==> config.mk <==
export PLATFORM = sky130hd
export DESIGN_NAME = pri_enc_8_to_3
export DESIGN_NICKNAME = d
export VERILOG_FILES = /design/src/rtl/pri_enc_8_to_3.sv
export SDC_FILE = /design/constraint.sdc
export NUM_CORES = 1
export LEC_CHECK = 0
export ABC_AREA = 1
export CAP_MARGIN = 15
export CORE_ASPECT_RATIO = 1.25
export CORE_MARGIN = 1
export CORE_UTILIZATION = 44
export DETAILED_ROUTE_END_ITERATION = 7
export GPL_ROUTABILITY_DRIVEN = 0
export PLACE_DENSITY = 0.83
export SKIP_CTS_REPAIR_TIMING = 1
export SLEW_MARGIN = 20
export SYNTH_ARGS = -nofsm -noshare
export SYNTH_HDL_FRONTEND = slang
export SYNTH_SLANG_ARGS = --single-unit
==> constraint.sdc <==
create_clock -name clk -period 1.6 [get_ports clk]
set_input_delay 0.24 -clock clk [delete_from_list [all_inputs] [get_ports clk]]
set_output_delay 0.24 -clock clk [all_outputs]
set_load 0.02 [all_outputs]
==> src/rtl/pri_enc_8_to_3.sv <==
// pri_enc_8_to_3
// Registered 8-to-3 priority encoder with a valid/ready output handshake.
// Level requests on `in` are latched into a pending register; one encoded
// index is presented at a time and its pending bit clears only on accept.
//
// Build option: define PRI_ENC_ROUND_ROBIN_EN to replace the fixed
// priority select (bit 7 highest) with a round-robin select that scans
// upward from the bit after the last accepted code.
module pri_enc_8_to_3 (
    input  logic       clk,
    input  logic       rst,
    input  logic [7:0] in,
    input  logic       ready,
    output logic [2:0] enc_out,
    output logic       valid,
    output logic [7:0] pending
);

    typedef enum logic {
        IDLE = 1'b0,
        HOLD = 1'b1
    } state_t;

    state_t     state;
    logic       accept;
    logic [7:0] clr;
    logic [7:0] cand;
    logic [2:0] sel;

`ifdef PRI_ENC_ROUND_ROBIN_EN
    logic [2:0] ptr;

    // Round-robin pick: first set bit of c scanning upward from (p+1) mod 8.
    function automatic logic [2:0] select_rr(input logic [7:0] c, input logic [2:0] p);
        logic [2:0] r;
        logic [2:0] idx;
        logic       found;
        r     = 3'd0;
        found = 1'b0;
        for (int i = 1; i <= 8; i++) begin
            idx = p + 3'(i);
            if (!found && c[idx]) begin
                r     = idx;
                found = 1'b1;
            end
        end
        return r;
    endfunction
`else
    // Fixed-priority pick: highest set bit of c wins (bit 7 highest).
    function automatic logic [2:0] select_fixed(input logic [7:0] c);
        logic [2:0] r;
        r = 3'd0;
        for (int i = 0; i < 8; i++) begin
            if (c[i]) begin
                r = 3'(i);
            end
        end
        return r;
    endfunction
`endif

    // Accept decode, clear mask and candidate set for the next selection.
    always_comb begin
        // NOTE: every combinational output gets a default first so no path
        // leaves it unassigned, which would otherwise infer a latch.
        accept = valid && ready;
        clr    = 8'h00;
        if (accept) begin
            clr = 8'h01 << enc_out;
        end
        // Requests arriving this cycle are not candidates until they pend.
        cand = pending & ~clr;
`ifdef PRI_ENC_ROUND_ROBIN_EN
        sel  = select_rr(cand, ptr);
`else
        sel  = select_fixed(cand);
`endif
    end

    // Pending register: clear the accepted code, then OR in new requests so
    // a request held high re-pends across its own accept.
    always_ff @(posedge clk or posedge rst) begin
        // NOTE: sequential state uses non-blocking assignments so every
        // register samples pre-edge values regardless of statement order.
        if (rst) begin
            pending <= 8'h00;
        end else begin
            pending <= (pending & ~clr) | in;
        end
    end

    // Output FSM: present one code, hold it stable until accepted, and
    // reload back-to-back on accept while candidates remain.
    always_ff @(posedge clk or posedge rst) begin
        if (rst) begin
            state   <= IDLE;
            valid   <= 1'b0;
            enc_out <= 3'd0;
        end else begin
            case (state)
                IDLE: begin
                    if (cand != 8'h00) begin
                        enc_out <= sel;
                        valid   <= 1'b1;
                        state   <= HOLD;
                    end
                end
                HOLD: begin
                    if (accept) begin
                        if (cand != 8'h00) begin
                            enc_out <= sel;
                        end else begin
                            // enc_out keeps the last accepted code.
                            valid <= 1'b0;
                            state <= IDLE;
                        end
                    end
                end
                default: begin
                    state <= IDLE;
                    valid <= 1'b0;
                end
            endcase
        end
    end

`ifdef PRI_ENC_ROUND_ROBIN_EN
    // Round-robin pointer remembers the last accepted code; reset to 7 so
    // bit 0 has first priority after reset.
    always_ff @(posedge clk or posedge rst) begin
        if (rst) begin
            ptr <= 3'd7;
        end else if (accept) begin
            ptr <= enc_out;
        end
    end
`endif

endmodule

[Word-level counts from Yosys, hierarchy flattened]
Cells that the tools add are included.
Widths: inputs -> output; s select.
Word-level totals
  register bits after elaboration: 13
  logic and storage cells: 33
  bits of input ports: 11
Cells by class
  equal/unequal tests: 3
  multiplexer cells: 18
  shift operators: 1
  reduce and logical (&&, ||, !) cells: 3
  bitwise logic cells: 4
Operators by type and width (count)
  $mux 3: 8
  $and 8x8->8: 1
  $mux 8: 1
  $not 8->8: 1
  $or 8x8->8: 1
  $reduce_bool 8->1: 1
  $shl 1x3->8 const A: 1
  $mux 1: 6
  $pmux 3 s2: 1
  $ne 2x2->1 const B: 2
  $pmux 1 s2: 2
  $reduce_and 3->1: 1
  $ne 2x1->1 const B: 1
  $logic_and 1x1->1: 1
  $not 1->1: 1

[Depth between registers and ports, before layout]
Gate-level depths: netlist of the first run.
  word-level depth: 14
  depth in mapped cells: 11

[Least setup slack after synthesis of the first run]
OpenSTA, ideal clock, no wires.
  path kind: register -> register
  start: register valid
  end: register enc_out[0]
  setup time: 0.123 ns
  arrival: 1.329 ns
  stages on the path, launching flop included: 10
  setup slack: 0.148 ns
  period minus slack after synthesis: 1.452 ns
  cell sequence: dfrtp_1 > nand2_2 > nor2_4 > nand2_1 > nand2_2 > nand2_2 > nor2_4 > nand2_4 > a21oi_1 > a21oi_2
Between the ends
  longest elaborated chain between the ends: 14
Ends and longest elaborated chain
  from (decl): RTL line 15  | output logic valid,
  from (signal assigned): RTL line 98  | valid <= 1'b0;
  from (signal assigned): RTL line 105  | valid <= 1'b1;
  from (signal assigned): RTL line 115  | valid <= 1'b0;
  $logic_and 1x1->1 *: RTL line 67  | accept = valid && ready;
  $mux 8: RTL line 69  | if (accept) begin
  $not 8->8: RTL line 73  | cand = pending & ~clr;
  $and 8x8->8: RTL line 73
  $mux 1: RTL line 55  | if (c[i]) begin
  $mux 3 (6 in series): RTL line 55
  $mux 3: RTL line 103, 111
  $mux 3: RTL line 110  | if (accept) begin
  $pmux 3 s2: RTL line 101  | case (state)
  to (signal assigned): RTL line 104  | enc_out <= sel;
  to (signal assigned): RTL line 112  | enc_out <= sel;
  to (decl): RTL line 14  | output logic [2:0] enc_out,
Every way passes the cells marked *; elsewhere a longest branch is shown, timed or not. The select of a mux whose other input is x is not followed.
A chain may end at the register's enable or synchronous reset.

[Final worst setup path of the first run]
  start: register pending[2]
  end: output pending[2]
RTL lines
  from (decl): RTL line 16  | output logic [7:0] pending
  from (signal assigned): RTL line 89  | pending <= (pending & ~clr) | in;
No word-level cell between the ends.

==> results of run 1 <==
registers in the layout, indices dropped and copies added, names as in the netlist:
name	cells
enc_out	3
valid	1
pending	8
state	1
layout make-up:
| type | count | area [sq um] |
|---|---|---|
| well taps | 17 | 21.3 |
| flip-flops and latches | 13 | 325 |
| repair buffers | 31 | 298 |
| inverters | 15 | 56.3 |
| fillers | 104 | 382 |
| clock buffers | 4 | 26.3 |
| multi-input cells | 58 | 337 |
logic make-up (layout without fill, tap and decap cells):
group                  after synthesis  in the layout
AND/OR/NAND/NOR                     51             51
buffers and inverters               15             50
flip-flops                          13             13
AO/OA/AOI/OAI                        7              7
metrics by stage:
| stage | setup WS, ps | hold slack, ps |
|---|---|---|
| after floorplan | 148 | 117 |
| after global placement | -124 | 542 |
| after detailed placement | -186 | 551 |
| after CTS | -49.9 | 297 |
| after global routing | 38.1 | 339 |
| final | 80.9 | 279 |
cells in the mapped netlist:
library cell,count
nand2_1,27
inv_1,14
dfrtp_1,13
nand2_2,8
nand2_4,4
nor2_1,3
nor2_4,3
nand3_1,2
o21ai_1,2
or2_2,2
a21oi_1,1
a21oi_2,1
a31oi_1,1
inv_2,1
nor2_2,1
nor2_8,1
o21ai_0,1
o21bai_2,1
worst min-delay path by stage:
stage,slack (ps),endpoint,depth (start not counted),startpoint
final,280,enc_out[1],2,rst
after global routing,340,enc_out[1],2,rst
after CTS,300,enc_out[2],2,rst
after detailed placement,550,valid,3,state
after global placement,540,valid,3,state
after floorplan,120,enc_out[0],1,rst
power by group:
group	switching [mW]	internal, mW
Sequential	0.000000000000000263	0.328
Combinational	0.0127	0.0224
Clock	0.119	0.0971
layer usage:
layer,up-vias,track usage
li1,324,-
met1,295,0.238
met2,14,0.342
met3,5,0.0379
met4,0,0.107
met5,-,0
==> results.md, run 1 <==
* Outcome: finished, final reports clean
* Pwr Total at 0.580 mW
* Vias per inst at approximately 4.6
* DR iter-0 viols at 9
* Starting Density at 0.497
* Startpoint Class: flip-flop
* Top Layer Used: met4
* Max incr delay on CP at a little over 600 ps
* Critical Path Stages at 1
* Non-filler cells, final at around 140
* Clock Tree Buf Depth at 2
* Final setup violation count at 0
* Critical path, cell by cell: clkdlybuf4s50_1
* Setup crit start: pending[2]
* Post-detailed-route count of antenna-violating nets at 0
* Mapped Nets at 97
* First-pass GRT wire length at around 2500 um
* RSZ-0062 raised after global routing: false
* Clock sinks at 13
* Final Slew Violations at 0
* Max-Cap Viols at 0
* Synth top area share at 0.453
* Worst R2R Setup Slack at 170 ps
* Fin Setup TNS at 0 ps
* Seq cells post-synth at 13
* Least-Margin Pin Slew at between 500 and 600 ps
* Highest Clock Rate at ~660 MHz
* Syn Inst Count at 86
* Core Footprint at around 1400 sq um
* Post-Route Skew at ~0.29 ps
* TritonCTS clock tree: done
* Worst r2r src: valid
* Synth area leader: dfrtp_1
* Met1 Routed Length at ~660 um
* Peak supply drop at ~0.42 mV
* CTS root buf: clkbuf_4
* Post-Route WL at between 1500 and 2000 um
* Largest net degree at the start of global routing at 14
* Largest family of logic cells by synthesized area: simple AND/OR/NAND/NOR gates
* Ant. Diodes at 0
* Tcrit/Tclk final at 0.949
* Share of cells above drive strength 1 at 0.281
* Post-Synth Adder-Cell Area at 0
* Routed vias at around 640
* CP endpoint: pending[2]
* Die Ht at around 47 um
* CP Buf/Inv Count at 1
* Horiz. Die Dim at roughly 38 um
* Final Util at 0.736
* DRT Pass-1 Iters at 2
* Clock buffer count from CTS at 3
* Post-synthesis sequential area ratio at 0.453
* Row cnt at 15
* Power per cell area at ~550 nW/um^2
* DP Wirelength at between 1000 and 1500 um
* PortBufs at 22
* Critical path's slowest cell: clkdlybuf4s50_1
* Most frequent cells in the layout: nand2_1 (27), clkdlybuf4s50_1 (18), inv_1 (14)
* Synth-to-layout area growth at 48.1%
* Top area cells in the synthesized netlist: dfrtp_1 (45%), nand2_1 (14%), inv_1 (7.3%)
* Ports at 23
* Placed Area at about 1000 sq um
* Worst path top cell family by delay: buffers and inverters
* Synth Area in Simple Gates at 0.404
* Mux share of post-synthesis cell area at 0
* Critical Setup Path Class: flip-flop to output pin
* Crit. End Element: output pin
* Static leakage at a little under 0.6 nW
* CP required at 1360 ps
* Final #Nets at about 130
* Drt wl/cell at roughly 11 um
* GRT overflow at 0
* Clock transition at path regs at approximately 80 ps
* Synth Area in Compound Gates at 0.0645
* DIE AREA at between 1500 and 2000 sq um
* Most common cell after layout, fill and taps aside: nand2_1
* Initial antenna violation count at 0
* XOR/XNOR Fraction of Synth Area at 0
* Synthesized cell area at 718 sq um
* Number of synthesis warnings at 0
* GR Util All Layers at 0.201
* Reg-to-reg critical path endpoint: enc_out[0]
* Worst relative slew slack at 0.648
* Vias in the first global route at 617
* Cells after DPL at approximately 130
* DRC errors left at 0
* Met2 routed WL at 792 um
* Distinct cells, synth at 18
* Final hold vios at 0
* Clk_lat worst skew at between 200 and 300 ps
* Syn Area/Cell at between 8 and 9 sq um
* Critical path peak fanout at 2
* Worst min path class: input pin to async pin
* Met3 WL at 51 um
* Arrival @ worst endpoint at approximately 1300 ps
* Post-route minimum period at 1520 ps
* R2R depth at 9
* Final instance area at 1060 sq um
* H-tree Lvls at 1
No activity file was read; power rests on OpenSTA's default activity.
==> run 2: changes to the inputs <==
Settings changed: CELL_PAD_IN_SITES_DETAIL_PLACEMENT set to 0, CELL_PAD_IN_SITES_GLOBAL_PLACEMENT set to 1, CORE_UTILIZATION 44 to 32, CTS_CLUSTER_DIAMETER set to 30.
==> results.md, run 2 (synthesized netlist as in run 1, its figures left out) <==
* DP Wirelength at 1210 um (-1.9%)
* R2R depth at 9 (unchanged)
* Max-Cap Viols at 0 (unchanged)
* Worst path top cell family by delay: buffers and inverters
* Worst R2R Setup Slack at 190 ps (+20 ps)
* Clock buffer count from CTS at 3 (unchanged)
* Pre-CTS WS at -161 ps (+25.1 ps)
* Post-Route Skew at 2.13 ps (+1.84 ps)
* Worst relative slew slack at 0.666 (+0.0183)
* First-pass GRT wire length at 2450 um (-0.57%)
* Initial antenna violation count at 0 (unchanged)
* GR Util All Layers at 0.141 (-0.0600)
* Routed vias at 614 (-3.8%)
* Starting Density at 0.350 (-0.147)
* CTS root buf: clkbuf_4
* Outcome: finished, final reports clean
* Vias per inst at 4.07 (-12%)
* Final setup violation count at 0 (unchanged)
* Clock sinks at 13 (unchanged)
* Die Ht at 55.0 um (+17%)
* Cells after DPL at 147 (+9.7%)
* PortBufs at 22 (unchanged)
* Worst Slack Setup Final at 84.7 ps (+3.79 ps)
* Power per cell area at 523 nW/um^2 (-4.1%)
* Final #Nets at 133 (unchanged)
* Row cnt at 18 (+3)
* Share of cells above drive strength 1 at 0.281 (unchanged)
* Post-detailed-route count of antenna-violating nets at 0 (unchanged)
* Max reg flops at 8 (unchanged)
* Final hold vios at 0 (unchanged)
* Most frequent cells in the layout: nand2_1 (27), clkdlybuf4s50_1 (18), inv_1 (14)
* DR iter-0 viols at 6 (-3)
* Ports at 23 (unchanged)
* Vias in the first global route at 629 (+1.9%)
* Placed Area at 1040 sq um (+1.6%)
* DRT Pass-1 Iters at 4 (+2)
* Critical path, cell by cell: clkdlybuf4s50_1
* Core Footprint at 2050 sq um (+42%)
* Critical path peak fanout at 2 (unchanged)
* Clock transition at path regs at 80 ps (about the same)
* Clk_lat worst skew at 270 ps (-20 ps)
* Tcrit/Tclk final at 0.947 (-0.00237)
* Horiz. Die Dim at 44.4 um (+16%)
* Largest net degree at the start of global routing at 14 (unchanged)
* CP required at 1360 ps (about the same)
* Static leakage at 0.595 nW (unchanged)
* Final instance area at 1080 sq um (+1.5%)
* Critical path's slowest cell: clkdlybuf4s50_1
* DIE AREA at 2440 sq um (+36%)
* Startpoint Class: flip-flop
* Max incr delay on CP at 620 ps (about the same)
* Final Slew Violations at 0 (unchanged)
* Drt wl/cell at 9.55 um (-15%)
* Peak supply drop at 0.311 mV (-27%)
* CP Buf/Inv Count at 1 (unchanged)
* Post-route minimum period at 1520 ps (-3.79 ps)
* Critical Setup Path Class: flip-flop to output pin
* Synth-to-layout area growth at 50.3%
* Worst min path class: input pin to async pin
* H-tree Lvls at 1 (unchanged)
* Largest reg by FF count: pending
* Clock Tree Buf Depth at 2 (unchanged)
* Arrival @ worst endpoint at 1280 ps (about the same)
* GRT overflow at 0 (unchanged)
* Post-Route WL at 1440 um (-6.5%)
* Least-Margin Pin Slew at 500 ps (-27.4 ps)
* RSZ-0062 raised after global routing: false
* Pwr Total at 0.565 mW (-2.6%)
* DRC errors left at 0 (unchanged)
* Top Registers: pending x8, enc_out x3
* Non-filler cells, final at 151 (+9.4%)
* Worst r2r src: valid
* Ant. Diodes at 0 (unchanged)
* Highest Clock Rate at 660 MHz (+0.25%)
* TritonCTS clock tree: done
* Most common cell after layout, fill and taps aside: nand2_1
* Crit. End Element: output pin
* Reg-to-reg critical path endpoint: enc_out[0]
==> run 2: cell counts in the layout (fill, tap and decap cells not counted) <==
No cell type changed its count.
==> run 2: routing by layer <==
metal	GRT usage	wire [um]	share of wire	vias to the layer above
met4	0.0909	13	0.0090	0
met1	0.155	608	0.42	270
li1	-	-	-	329
met3	0.0227	64	0.044	2
met5	0	0	0	-
met2	0.252	755	0.52	13
==> run 2: how the worst max path moves through the flow <==
| stage | startpoint | end | slack [ps] | cells past startpoint |
|---|---|---|---|---|
| floorplan | valid | enc_out[0] | 150 | 9 |
| global placement | ready | enc_out[0] | -140 | 10 |
| detailed placement | ready | enc_out[0] | -160 | 10 |
| CTS | enc_out[2] | enc_out[2] | -60 | 1 |
| global route | ready | enc_out[0] | 30 | 10 |
| finish | pending[6] | pending[6] | 80 | 1 |
==> run 2: where the power goes <==
| group | total (mW) | switching, mW | leakage, nW | internal [mW] |
|---|---|---|---|---|
| registers | 0.328 | 0.000000000000000285 | 0.119 | 0.328 |
| logic | 0.0342 | 0.0118 | 0.461 | 0.0224 |
| clock network | 0.202 | 0.106 | 0.0150 | 0.0965 |
| total | 0.565 | 0.118 | 0.595 | 0.447 |
==> run 2: final cells by class <==
cell class | count | area [sq um]
tap | 30 | 37.5
clock buffer | 4 | 26.3
timing repair buffer | 31 | 298
sequential | 13 | 325
multi-input combinational | 58 | 337
fill | 210 | 970
inverter | 15 | 56.3
==> run 2: through the flow <==
stage          hold slack (ps)  utilization  setup TNS [ps]
6_report                   287        0.527               0
3_5_place_dp               539        0.509            -592
5_1_grt                    358        0.527               0
2_1_floorplan              117            -               0
4_1_cts                    302        0.522           -68.9
3_3_place_gp               534        0.509            -497
==> run 3: changes to the inputs <==
==> constraint.sdc (replaced) <==
create_clock -name clk -period 1.6 [get_ports clk]
set_input_delay 0.24 -clock clk [delete_from_list [all_inputs] [get_ports clk]]
set_output_delay 0.24 -clock clk [all_outputs]
set_load 0.01 [all_outputs]
==> results.md, run 3 (synthesized netlist as in run 1, its figures left out) <==
* Top Registers: pending x8, enc_out x3
* TritonCTS clock tree: done
* Power per cell area at 527 nW/um^2 (+0.81%)
* Ports at 23 (unchanged)
* Worst R2R Setup Slack at 190 ps (about the same)
* Final setup violation count at 0 (unchanged)
* H-tree Lvls at 1 (unchanged)
* Critical path's slowest cell: clkdlybuf4s50_1
* Most common cell after layout, fill and taps aside: nand2_1
* Share of cells above drive strength 1 at 0.289 (+0.00826)
* Vias per inst at 4.07 (unchanged)
* Met1 Routed Length at 604 um (-0.66%)
* Least-Margin Pin Slew at 500 ps (-0.00787 ps)
* Clk_lat worst skew at 270 ps (about the same)
* Max incr delay on CP at 570 ps (-50 ps)
* DIE AREA at 2440 sq um (unchanged)
* Final hold vios at 0 (unchanged)
* First-pass GRT wire length at 2450 um (unchanged)
* Startpoint Class: flip-flop
* Worst min path class: input pin to async pin
* Clock transition at path regs at 80 ps (about the same)
* PortBufs at 22 (unchanged)
* Final Slew Violations at 0 (unchanged)
* Highest Clock Rate at 660 MHz (about the same)
* Clock Tree Buf Depth at 2 (unchanged)
* Tcrit/Tclk final at 0.948 (about the same)
* CTS root buf: clkbuf_4
* Met3 WL at 60 um (-6.3%)
* DRC errors left at 0 (unchanged)
* Static leakage at 0.577 nW (-3.0%)
* Die Ht at 55.0 um (unchanged)
* Worst path top cell family by delay: buffers and inverters
* Arrival @ worst endpoint at 1280 ps (about the same)
* RSZ-0062 raised after global routing: false
* Cells after DPL at 147 (unchanged)
* Placed Area at 1040 sq um (unchanged)
* Horiz. Die Dim at 44.4 um (unchanged)
* Clock sinks at 13 (unchanged)
* GRT overflow at 0 (unchanged)
* Initial antenna violation count at 0 (unchanged)
* Row cnt at 18 (unchanged)
* Ant. Diodes at 0 (unchanged)
* Most frequent cells in the layout: nand2_1 (27), clkdlybuf4s50_1 (22), inv_1 (14)
* Largest net degree at the start of global routing at 14 (unchanged)
* Worst relative slew slack at 0.666 (about the same)
* Clock buffer count from CTS at 3 (unchanged)
* Final instance area at 1070 sq um (-0.81%)
* Max reg flops at 8 (unchanged)
* Critical path peak fanout at 6 (+4)
* Post-Route WL at 1430 um (-0.69%)
* Vias in the first global route at 629 (unchanged)
* Drt wl/cell at 9.48 um (-0.69%)
* CP Buf/Inv Count at 1 (unchanged)
* Post-Route Skew at 2.11 ps (-0.0226 ps)
* Largest reg by FF count: pending
* Routed vias at 614 (unchanged)
* DR iter-0 viols at 6 (unchanged)
* Non-filler cells, final at 151 (unchanged)
* GR Util All Layers at 0.141 (unchanged)
* CP required at 1360 ps (about the same)
* Max-Cap Viols at 0 (unchanged)
* Post-route minimum period at 1520 ps (+0.790 ps)
* Post-detailed-route count of antenna-violating nets at 0 (unchanged)
* Peak supply drop at 0.311 mV (about the same)
* DP Wirelength at 1210 um (unchanged)
* Met2 routed WL at 754 um (-0.13%)
* Outcome: finished, final reports clean
* Crit. End Element: output pin
* Critical Setup Path Class: flip-flop to output pin
* Final #Nets at 133 (unchanged)
* Starting Density at 0.350 (unchanged)
* DRT Pass-1 Iters at 4 (unchanged)
* Synth-to-layout area growth at 49.1%
* Critical path, cell by cell: clkdlybuf4s50_1
* Top Layer Used: met4
* Core Footprint at 2050 sq um (unchanged)
* Final Util at 0.523 (-0.00427)
[run 3: cell count changes in the layout (fill, tap and decap cells not counted)]
cell	delta
clkdlybuf4s50_1	+4
dfrtp_1	-1
dfrtp_2	+1
dlymetal6s2s_1	-4
[run 3: power breakdown]
group / switching [mW] / internal [mW]
registers: 0.000000000000000285 / 0.328
clock network: 0.106 / 0.0965
logic: 0.0118 / 0.0224
[run 3: layout make-up]
cell class              count  area [sq um]
repair buffers             31           288
fillers                   208           978
well taps                  30          37.5
clock buffers               4          26.3
inverters                  15          56.3
multi-input cells          58           337
flip-flops and latches     13           327
[run 3: metrics by stage]
step	total power [mW]	hold WS (ps)	worst slack, ps	TNS (ps)
6_report	0.565	287	83.9	0
5_1_grt	0.592	358	14.6	0
4_1_cts	0.576	302	6.96	0
3_5_place_dp	0.370	539	-161	-592
3_3_place_gp	0.369	534	-143	-497
2_1_floorplan	0.343	117	238	0
[run 3: final timing paths]
kind / startpoint / cells past startpoint / end
max: enc_out[0] / 1 / enc_out[0]
min: rst / 2 / pending[7]
max reg2reg: valid / 9 / enc_out[0]
min reg2reg: state / 3 / valid
max in group asynchronous: rst / 2 / enc_out[2]
min in group clk: in[6] / 3 / pending[6]
[run 3: routing by layer]
metal	vias to the layer above	GRT usage
met4	0	0.0909
met2	13	0.252
met1	270	0.155
met3	2	0.0227
met5	-	0
li1	329	-
